File: src/rtl/ifu_fetch_if.sv
// ----------------------------------------------------------------------------
// ifu_fetch_if
// Bundles the fetch unit's two handshakes: the instruction port towards the
// memory model (req/gnt/rsp) and the instruction stream towards decode
// (valid/ready), plus the redirect input.
//
// Signals:
//   req_o, req_addr_o         fetch request and word-aligned address
//   req_gnt_i                 memory accepts the request this cycle
//   rsp_valid_i, rsp_data_i   returned instruction word
//   redirect_i, redirect_pc_i flush and restart fetch at a new PC
//   instr_valid_o, instr_o,
//   instr_pc_o, instr_ready_i head of the instruction buffer to decode
//
// Modports:
//   master  the fetch unit
//   slave   memory/decode/redirect environment
// ----------------------------------------------------------------------------
interface ifu_fetch_if #(
    parameter int ADDR_WIDTH = 32,
    parameter int DATA_WIDTH = 32
) ();
    logic                  req_o;
    logic [ADDR_WIDTH-1:0] req_addr_o;
    logic                  req_gnt_i;
    logic                  rsp_valid_i;
    logic [DATA_WIDTH-1:0] rsp_data_i;
    logic                  redirect_i;
    logic [ADDR_WIDTH-1:0] redirect_pc_i;
    logic                  instr_valid_o;
    logic [DATA_WIDTH-1:0] instr_o;
    logic [ADDR_WIDTH-1:0] instr_pc_o;
    logic                  instr_ready_i;

    modport master (
        output req_o, req_addr_o, instr_valid_o, instr_o, instr_pc_o,
        input  req_gnt_i, rsp_valid_i, rsp_data_i, redirect_i, redirect_pc_i,
               instr_ready_i
    );

    modport slave (
        input  req_o, req_addr_o, instr_valid_o, instr_o, instr_pc_o,
        output req_gnt_i, rsp_valid_i, rsp_data_i, redirect_i, redirect_pc_i,
               instr_ready_i
    );
endinterface

File: src/rtl/ifu_fetch.sv
// ----------------------------------------------------------------------------
// ifu_fetch
// Instruction fetch initiator. Holds the PC, keeps at most one fetch in
// flight, and buffers returned words (tagged with their PC) in a small FIFO
// that decode drains over a valid/ready handshake. A redirect flushes the
// FIFO, reloads the PC and discards any response still outstanding.
//
// Ports:
//   clk   clock
//   rst   synchronous reset, active-high
//   bus   ifu_fetch_if.master (memory request/response, decode stream,
//         redirect)
// ----------------------------------------------------------------------------
module ifu_fetch #(
    parameter int                    ADDR_WIDTH = 32,
    parameter int                    DATA_WIDTH = 32,
    parameter logic [ADDR_WIDTH-1:0] RESET_PC   = 32'h8000_0000,
    parameter int                    FIFO_DEPTH = 4
) (
    input  logic         clk,
    input  logic         rst,
    ifu_fetch_if.master  bus
);
    localparam int PTR_W = $clog2(FIFO_DEPTH);
    localparam int CNT_W = PTR_W + 1;

    // S_WAIT: a granted request awaits its response.
    // S_DROP: a redirect orphaned the outstanding request; swallow its response.
    typedef enum logic [1:0] {
        S_IDLE,
        S_WAIT,
        S_DROP
    } state_t;

    state_t                state_q;
    logic [ADDR_WIDTH-1:0] pc_q;
    logic [ADDR_WIDTH-1:0] tag_q;
    logic [PTR_W-1:0]      wr_ptr_q;
    logic [PTR_W-1:0]      rd_ptr_q;
    logic [CNT_W-1:0]      count_q;

    logic [DATA_WIDTH-1:0] data_mem [FIFO_DEPTH];
    logic [ADDR_WIDTH-1:0] pc_mem   [FIFO_DEPTH];

    logic req;
    logic instr_valid;
    logic push;
    logic pop;
    logic fifo_full;

    assign fifo_full = (count_q == CNT_W'(FIFO_DEPTH));

    // A request is only issued while a slot is free, so the single
    // outstanding response always fits even if decode never pops.
    // NOTE: every signal driven from always_comb gets a default first so no latch is inferred.
    always_comb begin
        req         = 1'b0;
        instr_valid = 1'b0;
        push        = 1'b0;
        pop         = 1'b0;
        if (!rst) begin
            req         = (state_q == S_IDLE) && !fifo_full && !bus.redirect_i;
            instr_valid = (count_q != '0);
            push        = !bus.redirect_i && (state_q == S_WAIT) && bus.rsp_valid_i;
            pop         = !bus.redirect_i && instr_valid && bus.instr_ready_i;
        end
    end

    assign bus.req_o         = req;
    assign bus.req_addr_o    = pc_q;
    assign bus.instr_valid_o = instr_valid;
    assign bus.instr_o       = instr_valid ? data_mem[rd_ptr_q] : '0;
    assign bus.instr_pc_o    = instr_valid ? pc_mem[rd_ptr_q]   : '0;

    // NOTE: sequential state uses non-blocking assignments so every register samples pre-edge values.
    always_ff @(posedge clk) begin
        if (rst) begin
            state_q  <= S_IDLE;
            pc_q     <= RESET_PC;
            tag_q    <= '0;
            wr_ptr_q <= '0;
            rd_ptr_q <= '0;
            count_q  <= '0;
        end else if (bus.redirect_i) begin
            // Redirect wins over everything: same-cycle push/pop are dropped.
            pc_q     <= {bus.redirect_pc_i[ADDR_WIDTH-1:2], 2'b00};
            wr_ptr_q <= '0;
            rd_ptr_q <= '0;
            count_q  <= '0;
            unique case (state_q)
                S_WAIT:  state_q <= bus.rsp_valid_i ? S_IDLE : S_DROP;
                S_DROP:  state_q <= bus.rsp_valid_i ? S_IDLE : S_DROP;
                default: state_q <= S_IDLE;
            endcase
        end else begin
            unique case (state_q)
                S_IDLE: begin
                    if (req && bus.req_gnt_i) begin
                        tag_q   <= pc_q;
                        pc_q    <= pc_q + ADDR_WIDTH'(4);
                        state_q <= S_WAIT;
                    end
                end
                S_WAIT, S_DROP: begin
                    if (bus.rsp_valid_i) state_q <= S_IDLE;
                end
                default: state_q <= S_IDLE;
            endcase

            if (push) wr_ptr_q <= wr_ptr_q + PTR_W'(1);
            if (pop)  rd_ptr_q <= rd_ptr_q + PTR_W'(1);

            unique case ({push, pop})
                2'b10:   count_q <= count_q + CNT_W'(1);
                2'b01:   count_q <= count_q - CNT_W'(1);
                default: count_q <= count_q;
            endcase
        end
    end

    // NOTE: buffer storage has no reset; count_q alone decides which entries are meaningful.
    always_ff @(posedge clk) begin
        if (push) begin
            data_mem[wr_ptr_q] <= bus.rsp_data_i;
            pc_mem[wr_ptr_q]   <= tag_q;
        end
    end
endmodule

File: src/flat_wrapper.sv
// flat-port wrapper written by rule: the top's interface ports become plain ports
module ifu_fetch_flat 
#(
    parameter int                    ADDR_WIDTH = 32,
    parameter int                    DATA_WIDTH = 32,
    parameter logic [ADDR_WIDTH-1:0] RESET_PC   = 32'h8000_0000,
    parameter int                    FIFO_DEPTH = 4
)
  (clk, rst, bus_req_o, bus_req_addr_o, bus_instr_valid_o, bus_instr_o, bus_instr_pc_o, bus_req_gnt_i, bus_rsp_valid_i, bus_rsp_data_i, bus_redirect_i, bus_redirect_pc_i, bus_instr_ready_i);
  ifu_fetch_if #(.ADDR_WIDTH(ADDR_WIDTH), .DATA_WIDTH(DATA_WIDTH)) bus_i ();
  input  logic clk;
  input  logic rst;
  output wire logic [$bits(bus_i.req_o)-1:0] bus_req_o;
  output wire logic [$bits(bus_i.req_addr_o)-1:0] bus_req_addr_o;
  output wire logic [$bits(bus_i.instr_valid_o)-1:0] bus_instr_valid_o;
  output wire logic [$bits(bus_i.instr_o)-1:0] bus_instr_o;
  output wire logic [$bits(bus_i.instr_pc_o)-1:0] bus_instr_pc_o;
  input wire logic [$bits(bus_i.req_gnt_i)-1:0] bus_req_gnt_i;
  input wire logic [$bits(bus_i.rsp_valid_i)-1:0] bus_rsp_valid_i;
  input wire logic [$bits(bus_i.rsp_data_i)-1:0] bus_rsp_data_i;
  input wire logic [$bits(bus_i.redirect_i)-1:0] bus_redirect_i;
  input wire logic [$bits(bus_i.redirect_pc_i)-1:0] bus_redirect_pc_i;
  input wire logic [$bits(bus_i.instr_ready_i)-1:0] bus_instr_ready_i;
  assign bus_req_o = bus_i.req_o;
  assign bus_req_addr_o = bus_i.req_addr_o;
  assign bus_instr_valid_o = bus_i.instr_valid_o;
  assign bus_instr_o = bus_i.instr_o;
  assign bus_instr_pc_o = bus_i.instr_pc_o;
  assign bus_i.req_gnt_i = bus_req_gnt_i;
  assign bus_i.rsp_valid_i = bus_rsp_valid_i;
  assign bus_i.rsp_data_i = bus_rsp_data_i;
  assign bus_i.redirect_i = bus_redirect_i;
  assign bus_i.redirect_pc_i = bus_redirect_pc_i;
  assign bus_i.instr_ready_i = bus_instr_ready_i;
  ifu_fetch #(.ADDR_WIDTH(ADDR_WIDTH), .DATA_WIDTH(DATA_WIDTH), .RESET_PC(RESET_PC), .FIFO_DEPTH(FIFO_DEPTH)) u_core (.clk(clk), .rst(rst), .bus(bus_i));
endmodule
File: config.mk
export PLATFORM = sky130hd
export DESIGN_NAME = ifu_fetch_flat
export DESIGN_NICKNAME = d
export VERILOG_FILES = /design/src/rtl/ifu_fetch_if.sv /design/src/rtl/ifu_fetch.sv /design/src/flat_wrapper.sv
export SDC_FILE = /design/constraint.sdc
export NUM_CORES = 1
export LEC_CHECK = 0
export CAP_MARGIN = 20
export CORE_MARGIN = 1
export CORE_UTILIZATION = 45
export CTS_CLUSTER_DIAMETER = 120
export DETAILED_ROUTE_END_ITERATION = 7
export GPL_TIMING_DRIVEN = 0
export HOLD_SLACK_MARGIN = 0.05
export PLACE_DENSITY_LB_ADDON = 0.1
export SLEW_MARGIN = 30
export SYNTH_ARGS = -nofsm -noshare
export SYNTH_HDL_FRONTEND = slang
export SYNTH_SLANG_ARGS = --single-unit
File: constraint.sdc
create_clock -name clk -period 4.68 [get_ports clk]
set_clock_uncertainty 0.2 [all_clocks]
set_input_delay 0.468 -clock clk [delete_from_list [all_inputs] [get_ports clk]]
set_output_delay 0.468 -clock clk [all_outputs]
set_load 0.02 [all_outputs]
==> flow_summary_export.csv <==
group,metric,value,unit
placement,place_congestion,0.844,
worst_hold_path,worstHoldPathCells,3,
critical_path,reg2regPathDepth,6,
finish,syn2layout_area_growth,26.1,%
drt,drtIter0Drc,520,
floorplan,die_h,171,um
finish,final_common_cell,"edfxtp_1",
worst_hold_path,hp-class,"in2reg",
grt,antenna_found_initial,1,
timing,worstMarginPinSlew,0.673,ns
placement,numPortBuffers,160,
placement,postPlaceCellArea,0.0150,sq mm
grt,overflow,0,
timing,finalSetupViolCount,0,
drt,wl_per_cell,19.1,um
timing,timing.final.hold_violations,0,
floorplan,fp-row-count,61,
status,status,"complete, no violations",
timing,drv_slew,0,
finish,final_core_util,0.578,
critical_path,cp.required,4.01,ns
finish,final_area,0.0162,sq mm
logic_synthesis,yosys.area.top_type,"edfxtp_1",
cts,cts.htree.levels,2,
cts,clock-sinks,319,
grt,grt_start_max_net_pins,40,
floorplan,dieArea,0.0292,sq mm
critical_path,crit_fanout,10,
drt,routed_wirelength,27200,um
logic_synthesis,yosys.area.top_type_share,0.581,
floorplan,pin_count,168,
logic_synthesis,async_flop_share,0,
logic_synthesis,netlist_area,0.0128,sq mm
drt,vias_per_cell,5.24,
logic_synthesis,ys_seq_area_frac,0.692,
power_and_ir_drop,pwr_density_cell,374,mW/mm^2
grt,grt_usage,0.195,
logic_synthesis,synth_seq_cells,319,
cts,cts.path.max_buffers,3,
grt,grt_pass1_wl,42500,um
logic_synthesis,synth-main-ff-cell,"edfxtp_1",
critical_path,slowest_delay,0.64,ns
timing,fin_crit_sh,0.826,
floorplan,die_w,171,um
critical_path,worst_setup_path_end_kind,"primary output",
power_and_ir_drop,p_leak,5.34,nW
critical_path,cp_top_family,"buffers and inverters",
drt,vias,7484,
run,maxCapViolations,0,
critical_path,path_depth,6,
finish,mostFrequentLayoutCells,"edfxtp_1 (248), clkdlybuf4s50_1 (160), nand2_1 (86), dfxtp_1 (71), and2_1 (68)",
logic_synthesis,synthCells,819,
floorplan,coreArea,0.0279,sq mm
logic_synthesis,synth_cell_types,59,
grt,grt_pass1_vias,7468,
critical_path,crit_slowest_cell,"clkdlybuf4s50_1",
logic_synthesis,yosys_warnings,0,
drt,dr.pass1.iters,5,
critical_path,crit_chain,"clkdlybuf4s50_1 -> clkbuf_1 -> nor2_2 -> clkbuf_1 -> and2_1 -> clkdlybuf4s50_1",
timing,max_freq,259,MHz
timing,rsz0062_at_grt,"no",
logic_synthesis,synth_edf_count,248,
drt,ant_nets,0,
timing,slew_headroom,0.551,
placement,hpwl,17900,um
cts,postCtsSetupBuffers,0,
finish,fin_nets,1102,
cts,cts_buffers,35,
logic_synthesis,synthTopCellsByArea,"edfxtp_1 (58%), dfxtp_1 (11%), mux4_2 (11%), and2_1 (3.5%), nand2_1 (2.5%)",
drt,drc,0,
critical_path,cp.arrival,3.20,ns
floorplan,initial_core_util,0.459,
power_and_ir_drop,ir_drop,190,uV
cts,clk_latency,0.50,ns
cts,cts_tree,"built",
finish,layout-drive-gt1-share,0.159,
critical_path,critical_path_class,"in2out",
critical_path,crit_buf_inv,4,
critical_path,worstSetupStartpointType,"input port",
cts,path_clk_slew,0.06,ns
logic_synthesis,avgSynthCellArea,15.7,sq um
cts,ctsHoldBuffers,0,
cts,root_buffer,"clkbuf_16",
timing,period_minus_slack,3.87,ns
cts,cts-resized-gates,0,
==> cell usage after synthesis, types with 8 or more instances <==
cell type / n
a21oi_1: 53
and2_1: 72
buf_2: 13
clkbuf_1: 26
dfxtp_1: 71
edfxtp_1: 248
ha_1: 8
inv_1: 15
mux4_2: 62
nand2_1: 86
nand3_1: 9
nand4_1: 12
nor2_1: 29
xor2_1: 11
==> final timing paths <==
kind | from | to | slack [ns]
worst max-delay path | rst | bus_instr_pc_o[29] | 0.81
worst min-delay path | bus_redirect_i | u_core.bus.req_addr_o[8]$_SDFFE_PP0P_ | 0.20
worst max register to register | u_core.bus.req_addr_o[2]$_SDFFE_PP0P_ | u_core.bus.req_addr_o[16]$_SDFFE_PP0P_ | 2.06
worst min register to register | u_core.bus.req_addr_o[31]$_SDFFE_PP1P_ | u_core.tag_q[31]$_SDFFE_PP0P_ | 0.30
==> registers in the layout, indices dropped and copies added (netlist names), named ones only <==
| signal | count |
|---|---|
| u_core.data_mem | 128 |
| u_core.pc_mem | 120 |
| u_core.bus.req_addr_o | 30 |
| u_core.tag_q | 30 |
| u_core.count_q | 3 |
| u_core.rd_ptr_q | 2 |
| u_core.state_q | 2 |
| u_core.wr_ptr_q | 2 |
==> cell type report <==
cell class                      count  area (sq um)
Fill cell                        2232         11800
Sequential cell                   319          8870
Multi-Input combinational cell    438          3670
Timing Repair Buffer              164          1690
Clock buffer                       44           972
Tap cell                          378           473
Buffer                             50           245
Clock inverter                     19           180
Inverter                           15          56.3
Antenna cell                        1          2.50
==> metrics by stage <==
step                instances  hold WS (ns)  setup slack, ns  total power (W)  setup TNS [ns]
CTS                      1427         0.168            0.699          0.00610               0
finish                   1428         0.196            0.813          0.00604               0
global placement         1360         0.288           -0.942          0.00340         -224.52
global route             1427         0.208            0.608          0.00624               0
floorplan                 822         0.260             1.19          0.00326               0
detailed placement       1364         0.291            0.692          0.00340               0
==> kinds of logic (layout without fill, tap and decap cells) <==
| family | count (synthesis) | count (layout) | synth area share |
|---|---|---|---|
| other cells | 1 | 5 | 0.000293 |
| simple gates | 248 | 248 | 0.105 |
| buf+inv | 65 | 292 | 0.0235 |
| compound gates | 90 | 90 | 0.0428 |
| mux | 69 | 69 | 0.115 |
| flops | 319 | 319 | 0.692 |
| fa+ha+maj | 9 | 9 | 0.00937 |
| xor+xnor | 18 | 18 | 0.0123 |
==> power breakdown <==
| group | internal, W | switching, W |
|---|---|---|
| Combinational | 0.000119 | 0.000125 |
| Sequential | 0.00306 | 0.0000415 |
| Clock | 0.00164 | 0.00105 |
| Total | 0.00482 | 0.00121 |
==> routing by layer <==
metal	vias to the layer above	wire, um	GRT usage
li1	3522	-	-
met1	3712	12300	0.274
met2	213	12900	0.310
met3	37	1630	0.0382
met4	0	410	0.0494
met5	-	0	0
==> worst reg2reg max path: cells and delay by family (launching register included) <==
| kind | cells | cell delay (ns) |
|---|---|---|
| AND/OR/NAND/NOR | 3 | 1.00 |
| flip-flops | 1 | 0.51 |
| adder cells (fa/ha/maj) | 1 | 0.35 |
| AO/OA/AOI/OAI | 1 | 0.15 |
| multiplexers | 1 | 0.36 |
Note: power is estimated with default switching activity, not from simulation.
==> edit 1 (config.mk and constraints unchanged) <==
`RESET_PC` is set to 32'h8000_0000 in 2 places; all go to 32'h40000000.
--- a/src/rtl/ifu_fetch.sv
+++ b/src/rtl/ifu_fetch.sv
@@ -15,5 +15,5 @@
     parameter int                    ADDR_WIDTH = 32,
     parameter int                    DATA_WIDTH = 32,
-    parameter logic [ADDR_WIDTH-1:0] RESET_PC   = 32'h8000_0000,
+    parameter logic [ADDR_WIDTH-1:0] RESET_PC   = 32'h40000000,
     parameter int                    FIFO_DEPTH = 4
 ) (
--- a/src/flat_wrapper.sv
+++ b/src/flat_wrapper.sv
@@ -4,5 +4,5 @@
     parameter int                    ADDR_WIDTH = 32,
     parameter int                    DATA_WIDTH = 32,
-    parameter logic [ADDR_WIDTH-1:0] RESET_PC   = 32'h8000_0000,
+    parameter logic [ADDR_WIDTH-1:0] RESET_PC   = 32'h40000000,
     parameter int                    FIFO_DEPTH = 4
 )
Function: changed (a bounded check fails within 4 cycles, from zero or initial values and one cycle with rst high).
==> edit 1 against the original RTL <==
Setup slack improved by 0.20 ns. Cell area fell by 0.16%. Critical path type is now reg2out. Sequential power barely moved. Synthesized area fell by 0.18%. Wire length rose by 0.84%. Sequential cell count did not move. Non-clock buffer count did not move. Critical endpoint is now bus_instr_pc_o[12]. Global-route usage rose by 0.067 points. Power rose by 0.65%. Via count rose by 0.63%.
==> edit 1: results (changes against the original RTL) <==
[status]
outcome = complete, no violations  ; unchanged

[yosys]
synth_compound_area_share_pct = 4.28  ; about the same
synth_xor_area_share_pct = 1.10  ; was 1.23%
synth_commonest_cells = 248 x edfxtp_1, 81 x nand2_1, 71 x dfxtp_1  ; was 248 x edfxtp_1, 86 x nand2_1, 72 x and2_1
synth_mux_area_share_pct = 11.4  ; was 11.5%
async_reset_ff_share_pct = 0  ; unchanged
yosys.area_share.adder_pct = 0.939  ; was 0.937%
ys_seq_area_share_pct = 69.3  ; was 69.2%
netlist_top_cells_area = edfxtp_1 58%, dfxtp_1 11%, mux4_2 11%, and2_1 3.4%, nand2_1 2.4%  ; was edfxtp_1 58%, dfxtp_1 11%, mux4_2 11%, and2_1 3.5%, nand2_1 2.5%

[worst_setup_path]
crit_path_start_kind = flip-flop  ; was input port
worst_path_largest_cell_delay_ns = 0.60  ; was 0.64 ns
r2r_slack_ns = 2.04  ; was 2.06 ns
r2r_start = u_core.count_q[0]$_SDFFE_PP0P_  ; was u_core.bus.req_addr_o[2]$_SDFFE_PP0P_
reg2reg_depth = 8  ; was 6
critPathSlowestCell = mux4_2  ; was clkdlybuf4s50_1
r2r-end = u_core.count_q[2]$_SDFFE_PP0P_  ; was u_core.bus.req_addr_o[16]$_SDFFE_PP0P_

[finish]
fillers = 2212  ; was 2,232
drive_gt1_share_pct = 15.2  ; was 15.9%
n_antenna_cell = 0  ; was 1
final_nets = 1104  ; was 1,102

[global_route]
grt_usage_pct = 19.5  ; about the same
grt_pass1_wl_mm = 42.9  ; was 42.5 mm
first_global_vias = 7649  ; was 7,468

[place]
place_congestion = 0.899  ; was 0.844
place_hpwl_mm = 18.2  ; was 17.9 mm
placedInstanceArea_um2 = 15000  ; about the same

[worst_hold_path]
whs_path_depth = 2  ; was 3
hp-start = u_core.tag_q[12]$_SDFFE_PP0P_  ; was bus_redirect_i
hold_path_class = reg2reg  ; was in2reg
holdPathEnd = u_core.tag_q[12]$_SDFFE_PP0P_  ; was u_core.bus.req_addr_o[8]$_SDFFE_PP0P_

[pwr]
vdd_ir_drop_max_v = 0.000190  ; about the same
leakagePower_nw = 5.33  ; was 5.34 nW

[cts]
numCtsBuffers = 34  ; was 35
clkTransAtPathRegs_ns = 0.06  ; about the same

[sta]
fin_hold_ws_ns = 0.298  ; was 0.196 ns
worst_pin_slew_ns = 0.688  ; was 0.673 ns

[detailed_routing]
drt-initial-drc-count = 523  ; was 520
vias = 7531  ; was 7,484
routed_wl_mm = 27.5  ; was 27.2 mm

==> edit 1: changes by cell type after synthesis, moves of 4 or more <==
cell | before | now
nor4_1 | 3 | 7
inv_1 | 15 | 19
nor2b_1 | 1 | 5
a211oi_1 | 6 | 1
o21a_1 | 0 | 5
nand4_1 | 12 | 17
buf_2 | 13 | 17
nand3_1 | 9 | 13
nand2_1 | 86 | 81
o22ai_1 | 6 | 2
mux2_1 | 4 | 0
==> edit 1: metrics by stage <==
stage,utilization (%),setup WS [ns],cells
after global routing,57.9,0.809,1427
after CTS,57.9,0.897,1427
final,57.9,1.01,1427
after floorplan,-,1.28,825
after detailed placement,53.8,1.01,1367
after global placement,53.4,-0.613,1363
==> edit 1: cell families after synthesis <==
kind of cell | count (synthesis)
adders and majority gates | 9
and+or+nand+nor | 251
other | 1
xor gates and xnor gates | 16
buffers and inverters | 69
muxes | 68
AOI/OAI and AO/OA | 89
DFF | 319
==> edit 1: worst max path at each step <==
stage,end,slack (ns),cells after the start
6_report,bus_instr_pc_o[12],1.01,5
5_1_grt,bus_instr_pc_o[13],0.81,5
4_1_cts,bus_instr_pc_o[12],0.90,5
3_5_place_dp,bus_instr_pc_o[13],1.01,5
3_3_place_gp,u_core.pc_mem[1][20]$_DFFE_PP_,-0.61,5
2_1_floorplan,u_core.data_mem[0][0]$_DFFE_PP_,1.28,5
==> edit 1: worst min-delay path, stage by stage (launching register included) <==
cell and delay (ns):
dfxtp_1 0.34, nand2_1 0.06, a21oi_1 0.05
==> edit 1: per-layer routing <==
| layer | wire length [µm] | up-vias | GRT usage [%] | share of wire [%] |
|---|---|---|---|---|
| li1 | - | 3541 | - | - |
| met1 | 12200 | 3713 | 26.6 | 45 |
| met2 | 13100 | 234 | 32.0 | 48 |
| met3 | 1660 | 43 | 3.75 | 6.0 |
| met4 | 462 | 0 | 5.41 | 1.7 |
| met5 | 0 | - | 0 | 0 |
==> edit 1: layout make-up <==
type                            count  area [µm²]  share of cell area, %
Buffer                             50         231                   1.43
Clock buffer                       42         912                   5.65
Timing Repair Buffer              164        1690                   10.5
Inverter                           19        71.3                  0.442
Multi-Input combinational cell    437        3650                   22.6
Clock inverter                     18         239                   1.48
Tap cell                          378         473                   2.93
Sequential cell                   319        8870                   55.0
==> edit 1: power breakdown <==
| group | leakage (nW) | switching (mW) | internal, mW | total (mW) |
|---|---|---|---|---|
| Sequential | 2.95 | 0.0407 | 3.06 | 3.10 |
| Combinational | 1.82 | 0.118 | 0.117 | 0.235 |
| Clock | 0.553 | 1.07 | 1.67 | 2.74 |
| Total | 5.33 | 1.23 | 4.85 | 6.07 |
==> edit 2 (same settings) <==
Made on the original files. Make the reset (`rst`) asynchronous in one clocked block. Comments in the files are not updated.
--- a/src/rtl/ifu_fetch.sv
+++ b/src/rtl/ifu_fetch.sv
@@ -74,5 +74,5 @@
 
     // NOTE: sequential state uses non-blocking assignments so every register samples pre-edge values.
-    always_ff @(posedge clk) begin
+    always_ff @(posedge clk or posedge rst) begin
         if (rst) begin
             state_q  <= S_IDLE;
Formal check against the unedited RTL: differs if rst is asserted again (counterexample within 4 cycles, from zero or initial values and one cycle with rst high); with rst held inactive, the same outputs for 4 cycles.
==> edit 2 against the original RTL <==
Global-route usage grew 0.55 points. Synthesized cell count down 2.2%. Synthesized area is 1.4% higher. Sequential cell count is 2 lower. Wire length grew 3.9%. Setup slack lost 0.26 ns. Cell area rose by 1.5%. Count of clock-buffer cells in the layout down 2. Critical path type is now reg2out. Largest cell class unchanged.
Power is not compared: it rests on default switching activity, and its combinational part moved more than twofold at a synthesized area within 25%.
==> edit 2: results (changes against the original RTL) <==
[status]
outcome = complete, no violations  ; unchanged

[worst_setup_path]
r2r_start = u_core.state_q[1]$_DFFE_PP0P_  ; was u_core.bus.req_addr_o[2]$_SDFFE_PP0P_
reg2reg_depth = 10  ; was 6

[sta]
fin_hold_ws_ns = 0.316  ; was 0.196 ns
fmax_mhz = 242  ; was 259 MHz

[finish]
n_antenna_cell = 0  ; was 1
final.clkbuf_count = 42  ; was 44
drive_gt1_share_pct = 14.0  ; was 15.9%
buffer_area_share_pct = 11.9  ; was 12.0%
num-nonclk-inverters = 14  ; was 15
final_nets = 1086  ; was 1,102

[worst_hold_path]
whs_path_depth = 0  ; was 3

[yosys]
synth_top_area_share_pct = 57.3  ; was 58.1%
netlist_top_cells_area = edfxtp_1 57%, dfrtp_1 13%, mux4_2 11%, and2_1 3.5%, nand2_1 3.0%  ; was edfxtp_1 58%, dfxtp_1 11%, mux4_2 11%, and2_1 3.5%, nand2_1 2.5%
synthCells = 801  ; was 819
ys_types = 60  ; was 59

[detailed_routing]
wl_met1_mm = 12.9  ; was 12.3 mm
routed_wl_mm = 28.3  ; was 27.2 mm
dr_wl_met2_mm = 13.3  ; was 12.9 mm

[global_route]
antenna_found_initial = 0  ; was 1
grt_pass1_wl_mm = 44.6  ; was 42.5 mm

[place]
place_hpwl_mm = 18.7  ; was 17.9 mm
dp_cells = 1348  ; was 1,364
place_congestion = 0.868  ; was 0.844
dp_slack_ns = 0.901  ; was 0.692 ns

-- edit 2: cell types whose count changed in the layout (fill, tap and decap cells not counted), sizes merged, moves of 6 or more --
cell | unedited run | this run
o31ai | 0 | 8
a211oi | 7 | 1
mux2i | 1 | 8
buf | 28 | 17
nand3 | 9 | 16
or4 | 0 | 13
dfxtp | 71 | 0
clkbuf | 70 | 77
nor2 | 31 | 21
dfrtp | 0 | 68
nand2 | 86 | 104
a21oi | 53 | 5
xor2 | 11 | 0
-- edit 2: kinds of logic after synthesis --
logic type | Yosys count | synth area share, %
flip-flops | 317 | 70.6
AND/OR/NAND/NOR | 277 | 11.2
multiplexers | 73 | 11.6
AO/OA/AOI/OAI | 60 | 3.38
buffers and inverters | 60 | 1.96
adder cells (fa/ha/maj) | 8 | 0.828
XOR/XNOR | 5 | 0.337
other | 1 | 0.0289
-- edit 2: where the power goes --
group | internal (mW) | switching [mW]
clock | 1.67 | 1.06
sequential | 3.32 | 0.212
combinational | 0.235 | 0.272
total | 5.23 | 1.54
